### config.mk
export PLATFORM = sky130hd
export DESIGN_NAME = load_store_unit
export DESIGN_NICKNAME = d
export VERILOG_FILES = /design/src/rtl/load_store_unit.sv
export SDC_FILE = /design/constraint.sdc
export NUM_CORES = 1
export LEC_CHECK = 0
export ABC_AREA = 0
export CAP_MARGIN = 10
export CORE_MARGIN = 4
export CORE_UTILIZATION = 45
export CTS_BUF_LIST = sky130_fd_sc_hd__clkbuf_8 sky130_fd_sc_hd__clkbuf_16
export DETAILED_ROUTE_END_ITERATION = 10
export GPL_TIMING_DRIVEN = 0
export PLACE_DENSITY = 0.82
export SLEW_MARGIN = 30
export SYNTH_ARGS = -nofsm -noshare
export SYNTH_HDL_FRONTEND = slang
export SYNTH_SLANG_ARGS = --single-unit
### constraint.sdc
create_clock -name clk -period 2.5 [get_ports clk]
set_input_delay 0.75 -clock clk [delete_from_list [all_inputs] [get_ports clk]]
set_output_delay 0.75 -clock clk [all_outputs]
set_load 0.02 [all_outputs]
### src/rtl/load_store_unit.sv
// rtl/load_store_unit.sv - byte-addressed load/store front end for word-addressed memory_v2 (RMW for SB/SH)
// Optional build macro LSU_STATS_EN adds saturating load/store/fault response counters.
module load_store_unit #(
    parameter int addr_width   = 10,
    parameter int data_width   = 32,
    parameter int READ_LATENCY = 1
) (
    input  logic                  clk,
    input  logic                  rst,
    input  logic                  req_valid,
    output logic                  req_ready,
    input  logic                  req_we,
    input  logic [2:0]            req_funct3,
    input  logic [31:0]           req_addr,
    input  logic [data_width-1:0] req_wdata,
    output logic                  rsp_valid,
    input  logic                  rsp_ready,
    output logic [data_width-1:0] rsp_rdata,
    output logic                  rsp_err,
    output logic [addr_width-1:0] mem_addr,
    output logic [data_width-1:0] mem_data_in,
    input  logic [data_width-1:0] mem_data_out,
    output logic                  mem_write_enable
`ifdef LSU_STATS_EN
    ,
    output logic [15:0]           stat_loads,
    output logic [15:0]           stat_stores,
    output logic [15:0]           stat_faults
`endif
);

    typedef enum logic [1:0] {IDLE, RD, WR, RESP} state_t;

    localparam int cnt_w = (READ_LATENCY < 1) ? 1 : $clog2(READ_LATENCY + 1);
    localparam logic [cnt_w-1:0] lat_last = cnt_w'(READ_LATENCY);

    state_t state, state_next;

    logic [2:0]       f3_q;
    logic             we_q;
    logic [15:0]      wdata_q;
    logic [1:0]       off_q;
    logic [cnt_w-1:0] lat_cnt;

    logic        accept;
    logic        f3_ok;
    logic        misaligned;
    logic        out_of_range;
    logic        req_err;
    logic        is_sw;
    logic [4:0]  shamt;
    logic [31:0] shifted;
    logic [31:0] load_val;
    logic [31:0] lane_mask;
    logic [31:0] lane_data;
    logic [31:0] merged;

    assign req_ready        = (state == IDLE);
    assign accept           = req_valid && req_ready;
    assign mem_write_enable = (state == WR) && !rst;
    assign is_sw            = req_we && (req_funct3 == 3'b010);

    always_comb begin
        f3_ok = 1'b0;
        case (req_funct3)
            3'b000, 3'b001, 3'b010: f3_ok = 1'b1;
            3'b100, 3'b101:         f3_ok = !req_we;
            default:                f3_ok = 1'b0;
        endcase
        misaligned   = ((req_funct3[1:0] == 2'b01) && req_addr[0]) ||
                       ((req_funct3[1:0] == 2'b10) && (req_addr[1:0] != 2'b00));
        out_of_range = (req_addr >> (addr_width + 2)) != 32'd0;
        req_err      = !f3_ok || misaligned || out_of_range;
    end

    // Lane extraction for loads and lane replacement for sub-word stores share one shift amount.
    always_comb begin
        shamt     = {off_q, 3'b000};
        shifted   = mem_data_out >> shamt;
        load_val  = 32'd0;
        lane_mask = 32'd0;
        lane_data = 32'd0;
        case (f3_q)
            3'b000:  load_val = {{24{shifted[7]}}, shifted[7:0]};
            3'b001:  load_val = {{16{shifted[15]}}, shifted[15:0]};
            3'b010:  load_val = mem_data_out;
            3'b100:  load_val = {24'd0, shifted[7:0]};
            3'b101:  load_val = {16'd0, shifted[15:0]};
            default: load_val = 32'd0;
        endcase
        if (f3_q[0]) begin
            lane_mask = 32'h0000_FFFF << shamt;
            lane_data = {16'd0, wdata_q} << shamt;
        end else begin
            lane_mask = 32'h0000_00FF << shamt;
            lane_data = {24'd0, wdata_q[7:0]} << shamt;
        end
        merged = (mem_data_out & ~lane_mask) | lane_data;
    end

    always_ff @(posedge clk) begin
        if (rst) begin
            state <= IDLE;
        end else begin
            state <= state_next;
        end
    end

    always_comb begin
        state_next = state;
        case (state)
            IDLE: begin
                if (accept) begin
                    if (req_err)    state_next = RESP;
                    else if (is_sw) state_next = WR;
                    else            state_next = RD;
                end
            end
            RD: begin
                if (lat_cnt == lat_last) state_next = we_q ? WR : RESP;
            end
            WR:      state_next = RESP;
            RESP:    if (rsp_ready) state_next = IDLE;
            default: state_next = IDLE;
        endcase
    end

    always_ff @(posedge clk) begin
        if (rst) begin
            f3_q        <= 3'd0;
            we_q        <= 1'b0;
            wdata_q     <= 16'd0;
            off_q       <= 2'd0;
            lat_cnt     <= '0;
            mem_addr    <= '0;
            mem_data_in <= '0;
            rsp_valid   <= 1'b0;
            rsp_rdata   <= '0;
            rsp_err     <= 1'b0;
        end else begin
            case (state)
                IDLE: begin
                    if (accept) begin
                        f3_q     <= req_funct3;
                        we_q     <= req_we;
                        wdata_q  <= req_wdata[15:0];
                        off_q    <= req_addr[1:0];
                        lat_cnt  <= '0;
                        mem_addr <= req_addr[addr_width+1:2];
                        if (req_err) begin
                            rsp_valid <= 1'b1;
                            rsp_err   <= 1'b1;
                            rsp_rdata <= '0;
                        end else if (is_sw) begin
                            mem_data_in <= req_wdata;
                        end
                    end
                end
                RD: begin
                    if (lat_cnt == lat_last) begin
                        if (we_q) begin
                            mem_data_in <= merged;
                        end else begin
                            rsp_valid <= 1'b1;
                            rsp_err   <= 1'b0;
                            rsp_rdata <= load_val;
                        end
                    end else begin
                        lat_cnt <= lat_cnt + 1'b1;
                    end
                end
                WR: begin
                    rsp_valid <= 1'b1;
                    rsp_err   <= 1'b0;
                    rsp_rdata <= '0;
                end
                RESP: begin
                    if (rsp_ready) rsp_valid <= 1'b0;
                end
                default: ;
            endcase
        end
    end

`ifdef LSU_STATS_EN
    always_ff @(posedge clk) begin
        if (rst) begin
            stat_loads  <= 16'd0;
            stat_stores <= 16'd0;
            stat_faults <= 16'd0;
        end else if (state == RESP && rsp_ready) begin
            if (rsp_err) begin
                if (stat_faults != 16'hFFFF) stat_faults <= stat_faults + 16'd1;
            end else if (we_q) begin
                if (stat_stores != 16'hFFFF) stat_stores <= stat_stores + 16'd1;
            end else begin
                if (stat_loads != 16'hFFFF) stat_loads <= stat_loads + 16'd1;
            end
        end
    end
`endif

endmodule

==> impl_metrics.toml, run 1 <==
[timing]
hold_violations = 0
layout_setup_ws_ns = -0.00819
grt_setup_unrepaired = "yes"
maxSlewHeadroom = 0.467
setup_violations = 1
finalClockSkew_ns = 0.0104
period_share = 1.00
max_freq_mhz = 399
worst_pin_slew_ns = 0.796
layout_min_cycle_time_ns = 2.51
slew_violations = 0

[min_path]
hold_start = "mem_data_in[3]"
hold_path.class = "flip-flop to flip-flop"
holdPathStages = 2
min_to = "mem_data_in[3]"

[clock_network]
clk_latency_ns = 0.35
path_clk_slew_ns = 0.07
cts_htree_levels = 3
clockBufferDepth = 2
cts_root_buffer = "clkbuf_16"
hold_buffers = 0
cts_buffers = 9
cts_sinks = 101
cts_tree = "done"

[global_route]
grtUsageMet3 = 0.0650
grt_pass1_wl_um = 31100
grtUsageMet1 = 0.378
grt_usage = 0.304
gr-total-overflow = 0
grt_max_degree = 16
grt_pass1_vias = 5693
grt.busiest_layer = "met2"
met2_usage = 0.514
grt_antenna_before_repair = 0

[floorplan]
ios = 182
die-area_mm2 = 0.0131
die_w_um = 114
core_mm2 = 0.0109
rows = 38
fp.dieH_um = 114
initial_core_util = 0.465

[pwr]
peakVddDrop_mv = 0.545
power-per-cell-area_mw_per_mm2 = 981
p_leak_nw = 2.91
total_power_w = 0.00759

[logic_synthesis]
ys_ff_latch = 101
yosysSeqAreaShare = 0.397
synth_fp_nets = 713
yosysTopAreaCell = "dfxtp_1"
syn_inst = 604
post_synth_instance_area_mm2 = 0.00509
synthTopCellsByArea = "dfxtp_1, a21oi_1, nand2_1, o2bb2ai_1, mux2_2"
synth_cell_types = 46
synthArstFlopShare = 0
avgSynthCellArea_um2 = 8.43
synth_warnings = 0
synth_top_cell_area_share = 0.397
synth_edf_count = 0
synth-main-ff-cell = "dfxtp_1"

[routing]
detail_route.vias_per_cell = 6.10
drc = 0
postRouteAntennaNets = 0
dr.pass1.iters = 7
num_vias = 5829
routed_wl_um = 20900
wl_per_cell_um = 21.9
drt_iter0_drc = 546

[critical_path]
r2r_cells = 10
slowest_delay_ns = 0.44
r2r-start = "state[1]"
critPathMaxFanout = 10
crit_type = "input pin to flip-flop"
rrSetupSlack_ns = 0.04
cp_data_arrival_time_ns = 2.78
cpMaxStageDelayCell = "clkdlybuf4s50_1"
cp-end-kind = "flip-flop"
required_ns = 2.77
r2r-end = "mem_data_in[23]"
start_kind = "input pin"
crit_chain = "clkdlybuf4s50_1, nor4_2, nand4_1, buf_4, o41ai_4, buf_4, buf_6, buf_6, a21oi_1, a211oi_2"

[layout]
layout-drive-gt1-share = 0.121
nets = 921
final_common_cell = "clkdlybuf4s50_1"
n_antenna_cell = 0
finalCoreUtilization = 0.707
final_cell_mix = "clkdlybuf4s50_1, dfxtp_1, nand2_1"
syn2layout_area_growth_pct = 51.9

[placement]
globalplace.congestion = 0.962
io_buffer_count = 180
dp_hpwl_um = 15800

[run_status]
violations = "negative setup slack"
status = "finished with violations"

[run]
maxCapViolations = 0
-- synth_stat cells (2+ instances only) --
master,n
a211oi_1,21
nand2b_1,19
a222oi_1,8
o21ai_0,10
a311oi_2,5
ha_1,5
buf_2,13
a221oi_1,15
nor3_1,2
nor4_1,6
a21oi_1,75
buf_1,5
inv_1,7
a22o_1,7
a22oi_1,16
nor2b_1,7
buf_4,6
a311oi_1,11
nor2_1,34
nand3_1,32
o2bb2ai_1,32
nand2_1,78
o21ai_1,16
mux2_2,16
dfxtp_1,101
clkbuf_1,33
and2_1,3
a21o_1,3
-- layout make-up --
type	instances	area (µm²)
inverter	7	26.3
clock buffer	10	239
sequential	101	2020
tap	140	175
multi-input combinational	438	2870
clock inverter	4	73.8
timing repair buffer	198	2030
fill	859	3200
buffer	57	297
-- cell families (layout without fill, tap and decap cells) --
| group | after synthesis | count (layout) | share of synthesized area |
|---|---|---|---|
| compound gates | 227 | 227 | 0.319 |
| fa+ha+maj | 5 | 5 | 0.0123 |
| buf+inv | 65 | 276 | 0.0570 |
| flops | 101 | 101 | 0.397 |
| mux | 18 | 18 | 0.0418 |
| simple gates | 188 | 188 | 0.173 |
-- routing by layer --
layer	vias to the layer above	routed length (µm)
met2	349	10100
met3	63	1800
met5	-	0
met4	0	655
li1	2664	-
met1	2753	8360
-- sequential cells by signal, summed over array words and instances, names as in the netlist --
name         cells
mem_data_in     32
rsp_rdata       32
wdata_q         16
mem_addr        10
f3_q             3
off_q            2
state            2
lat_cnt          1
rsp_err          1
rsp_valid        1
we_q             1
-- worst max path at each step --
stage | startpoint | end | depth (start not counted)
2_1_floorplan | req_addr[13] | mem_data_in[10] | 7
3_3_place_gp | req_addr[15] | mem_data_in[29] | 8
3_5_place_dp | req_addr[16] | mem_data_in[10] | 8
4_1_cts | req_we | mem_data_in[15] | 10
5_1_grt | state[1] | mem_data_in[23] | 10
6_report | req_addr[24] | mem_data_in[29] | 10
-- through the flow --
stage | TNS [ns] | cell area [µm²] | hold slack, ns | setup WS (ns) | instances
final | -0.00819 | 7730 | 0.464 | -0.00819 | 955
after global routing | -0.265 | 7730 | 0.482 | -0.0479 | 955
after CTS | -0.357 | 7570 | 0.464 | -0.0672 | 950
after detailed placement | -36.14 | 7070 | 0.450 | -0.689 | 924
after global placement | -31.94 | 7070 | 0.443 | -0.608 | 924
after floorplan | 0 | 5090 | 0.447 | 0.176 | 604
-- worst max-delay path, delay by kind of cell --
kind	cells	cell delay (ns)
AND/OR/NAND/NOR	2	0.33
AO/OA/AOI/OAI	3	0.59
buffers and inverters	5	1.09
-- timing repair --
action                     4_1_cts  5_1_grt
gates cloned                     2        0
setup endpoints to repair       65       65
pin swaps                        6       19
gates resized for setup         30       36
buffers inserted                10        6
-- power breakdown --
part | internal [W] | switching (W) | leakage, nW
sequential | 0.00196 | 0.000249 | 0.823
combinational | 0.00162 | 0.00224 | 1.94
clock | 0.000894 | 0.000615 | 0.154
total | 0.00448 | 0.00310 | 2.91
(Power assumes the default switching activity.)
==> run 2, diff against run 1 <==
Settings changed: CORE_UTILIZATION 45 to 41, PLACE_DENSITY 0.82 to 0.79.
Clock period 2.5 ns to 2.3 ns, I/O delays scaled along.
==> impl_metrics.toml, run 2 (synthesized netlist as in run 1, its figures left out) <==
[layout]
multi_input_area_mm2 = 0.00289
final_cell_mix = "clkdlybuf4s50_1, dfxtp_1, nand2_1"
n_antenna_cell = 0
fillers = 1034
layout-drive-gt1-share = 0.131
final_common_cell = "clkdlybuf4s50_1"
register_area_mm2 = 0.00202
reg_top3 = "mem_data_in x32, rsp_rdata x32, wdata_q x16"
nets = 916
fin_area_mm2 = 0.00762
finalCoreUtilization = 0.631
syn2layout_area_growth_pct = 49.6

[routing]
detail_route.vias_per_cell = 5.87
dr.pass1.iters = 7
routed_wl_um = 20700
postRouteAntennaNets = 0
num_vias = 5745
drc = 0
drt_iter0_drc = 554
wl_per_cell_um = 21.1

[pwr]
power_frac_clock = 0.190
comb_power_share = 0.510
p_switching_w = 0.00334
peakVddDrop_mv = 0.463
p_sw_frac = 0.417
internal_power_w = 0.00469
power_frac_seq = 0.300
total_power_w = 0.00803
p_leak_nw = 2.73
power-per-cell-area_mw_per_mm2 = 1050

[global_route]
grt_pass1_vias = 5618
grt_antenna_before_repair = 0
gr-total-overflow = 0
grt_pass1_wl_um = 31400
grt_max_degree = 17
grt_usage = 0.280

[timing]
finalClockSkew_ns = 0.00740
finalSetupTns_ns = 0
maxSlewHeadroom = 0.471
worst_pin_slew_ns = 0.791
setup_violations = 0
slew_violations = 0
final.hold.worst_slack_ns = 0.459
layout_min_cycle_time_ns = 2.29
max_freq_mhz = 437
period_share = 0.995
hold_violations = 0

[placement]
placed_area_mm2 = 0.00710
globalplace.congestion = 0.962
dp_hpwl_um = 16100
io_buffer_count = 180

[floorplan]
rows = 40
initial_core_util = 0.422
ios = 182
die_w_um = 119
core_mm2 = 0.0121
fp.dieH_um = 119
die-area_mm2 = 0.0143

[clock_network]
clockBufferDepth = 2
cts_root_buffer = "clkbuf_16"
cts_tree = "done"
path_clk_slew_ns = 0.07
cts_buffers = 9
clk_latency_ns = 0.35
cts_sinks = 101
cts_htree_levels = 3

[critical_path]
crit_type = "input pin to flip-flop"
cp-end-kind = "flip-flop"
critPathMaxFanout = 7
start_kind = "input pin"
required_ns = 2.51
cp_data_arrival_time_ns = 2.50

[run_status]
status = "finished, final reports clean"

[min_path]
hold_path.class = "flip-flop to flip-flop"

[run]
maxCapViolations = 0
==> run 2: path summary, 6_finish.rpt <==
path              cells past startpoint          from  slack (ns)              end
hold reg to reg                       2   mem_addr[8]        0.46      mem_addr[8]
hold / removal                        2   mem_addr[8]        0.46      mem_addr[8]
setup reg to reg                      9      state[1]        0.07  mem_data_in[11]
setup / recovery                      9  req_addr[16]        0.01  mem_data_in[11]
==> run 2: layout make-up <==
type	instances	area share
plain buffers	57	0.0406
flip-flops and latches	101	0.265
well taps	168	0.0276
clock buffers	9	0.0296
clock inverters	6	0.00838
inverters	7	0.00345
multi-input cells	438	0.379
repair buffers	193	0.246
==> run 2: power by group through the flow <==
stage / Clock, W / Sequential [W] / Combinational (W)
floorplan: 0 / 0.00273 / 0.00196
global placement: 0 / 0.00242 / 0.00374
detailed placement: 0 / 0.00243 / 0.00379
CTS: 0.00153 / 0.00240 / 0.00400
global route: 0.00159 / 0.00245 / 0.00437
finish: 0.00152 / 0.00241 / 0.00410
==> run 2: routing by layer <==
| metal | vias up | track usage | part of all wire |
|---|---|---|---|
| li1 | 2660 | - | - |
| met3 | 41 | 0.0522 | 0.075 |
| met2 | 313 | 0.466 | 0.48 |
| met4 | 0 | 0.108 | 0.028 |
| met5 | - | 0 | 0 |
| met1 | 2731 | 0.361 | 0.42 |
==> run 2: timing repair <==
item / CTS / global route
resized for setup: 66 / 37
pin swaps: 17 / 11
gates cloned: 3 / 0
hold buffers: 0 / 0
hold endpoints to repair: 0 / 0
endpoints found under the setup margin: 69 / 63
buffers inserted: 9 / 1
==> run 2: through the flow <==
step	std cells	setup WS [ns]
3_5_place_dp	952	-0.864
5_1_grt	979	-0.0984
2_1_floorplan	604	0.0356
6_report	979	0.0115
4_1_cts	979	-0.00809
3_3_place_gp	952	-0.813
==> run 2: worst max-delay path, stage by stage <==
cell and delay (ns):
clkdlybuf4s15_1 0.19, nor4_2 0.29, nand4_1 0.19, buf_4 0.19
o41ai_4 0.29, buf_6 0.19, and2_4 0.22, buf_6 0.15
a311oi_2 0.09
==> run 3, diff against run 2 <==
Clock period 2.3 ns to 2.01 ns, I/O delays scaled along.
==> impl_metrics.toml, run 3 (synthesized netlist as in run 1, its figures left out) <==
[global_route]
grt_pass1_wl_um = 32200
grt_antenna_before_repair = 1
grt_max_degree = 18
grt_usage = 0.287
gr-total-overflow = 0
grt_pass1_vias = 5734

[timing]
finalSetupTns_ns = 0
grt_setup_unrepaired = "yes"
slew_violations = 0
max_freq_mhz = 499
setup_violations = 0
maxSlewHeadroom = 0.493
layout_min_cycle_time_ns = 2.00
hold_violations = 0
worst_pin_slew_ns = 0.761
final.hold.worst_slack_ns = 0.457
finalClockSkew_ns = 0.00623
period_share = 0.997

[layout]
final_common_cell = "clkdlybuf4s50_1"
syn2layout_area_growth_pct = 56.4
reg_top3 = "mem_data_in x32, rsp_rdata x32, wdata_q x16"
stdcell_count = 987
nets = 922
fillers = 978
layout-drive-gt1-share = 0.215
finalCoreUtilization = 0.660
final_cell_mix = "clkdlybuf4s50_1, dfxtp_1, nand2_1"

[placement]
globalplace.congestion = 0.959
dp_hpwl_um = 16200
post-place-cells = 952
io_buffer_count = 180

[floorplan]
initial_core_util = 0.422
core_mm2 = 0.0121
die-area_mm2 = 0.0143
die_w_um = 119
ios = 182
rows = 40
fp.dieH_um = 119

[clock_network]
clk_latency_ns = 0.35
hold_buffers = 0
cts_root_buffer = "clkbuf_16"
path_clk_slew_ns = 0.07
clockBufferDepth = 2
cts_buffers = 9
cts_sinks = 101
cts_tree = "done"
cts_htree_levels = 3

[routing]
detail_route.vias_per_cell = 5.87
routed_wl_um = 21300
dr.pass1.iters = 10
wl_per_cell_um = 21.6
num_vias = 5798
drt_iter0_drc = 628
postRouteAntennaNets = 0
drc = 0

[run_status]
status = "finished, final reports clean"

[critical_path]
crit_type = "input pin to flip-flop"
cp-end-kind = "flip-flop"
required_ns = 2.26
start_kind = "input pin"
critPathMaxFanout = 5
cp_data_arrival_time_ns = 2.25

[min_path]
hold_path.class = "flip-flop to flip-flop"

[pwr]
peakVddDrop_mv = 0.720
power-per-cell-area_mw_per_mm2 = 1220
p_leak_nw = 2.85

[run]
maxCapViolations = 0
run 3: through the flow:
stage               setup slack, ns  area, µm²  total power, W
floorplan                   -0.0731       5220         0.00546
global placement             -0.856       7230         0.00712
detailed placement           -0.898       7230         0.00722
CTS                         -0.0635       7810         0.00940
global route                -0.0910       7960          0.0102
finish                      0.00639       7960         0.00970
run 3: final cells by class:
type	instances	area, µm²	share of cell area
clock buffers	11	253	0.0317
plain buffers	55	369	0.0464
diodes	1	2.50	0.000314
multi-input cells	438	3100	0.390
repair buffers	201	1920	0.241
well taps	168	210	0.0264
inverters	7	31.3	0.00393
clock inverters	5	41.3	0.00519
flip-flops and latches	101	2030	0.255
run 3: worst paths after layout:
kind | startpoint | end | slack, ns | depth (start not counted)
min | mem_addr[0] | mem_addr[0] | 0.46 | 2
min reg2reg | mem_addr[0] | mem_addr[0] | 0.46 | 2
max | req_addr[21] | mem_data_in[21] | 0.006 | 9
max reg2reg | state[1] | mem_data_in[31] | 0.006 | 8
run 3: what timing repair did:
action	4_1_cts	5_1_grt
setup buffers	12	7
endpoints found under the setup margin	71	76
gates resized for setup	162	61
gates cloned	2	1
pin swaps	25	25
run 3: layer usage:
layer / global-route usage / routed length [µm]
met1: 0.369 / 9010
met2: 0.485 / 10300
met3: 0.0589 / 1520
met4: 0.0902 / 537
met5: 0 / 0
run 3: report_power, final:
group          leakage (nW)  internal [W]  switching, W
Combinational          1.89       0.00226       0.00294
Clock                 0.139      0.000921      0.000797
Sequential            0.824       0.00245      0.000328
run 3: critical path: stages:
cell and delay [ns]:
buf_6 0.10, nor4_4 0.25, nand4_1 0.28, o41ai_4 0.28, buf_4 0.20, and2_4 0.21, buf_6 0.13, buf_6 0.12
o21ai_2 0.06
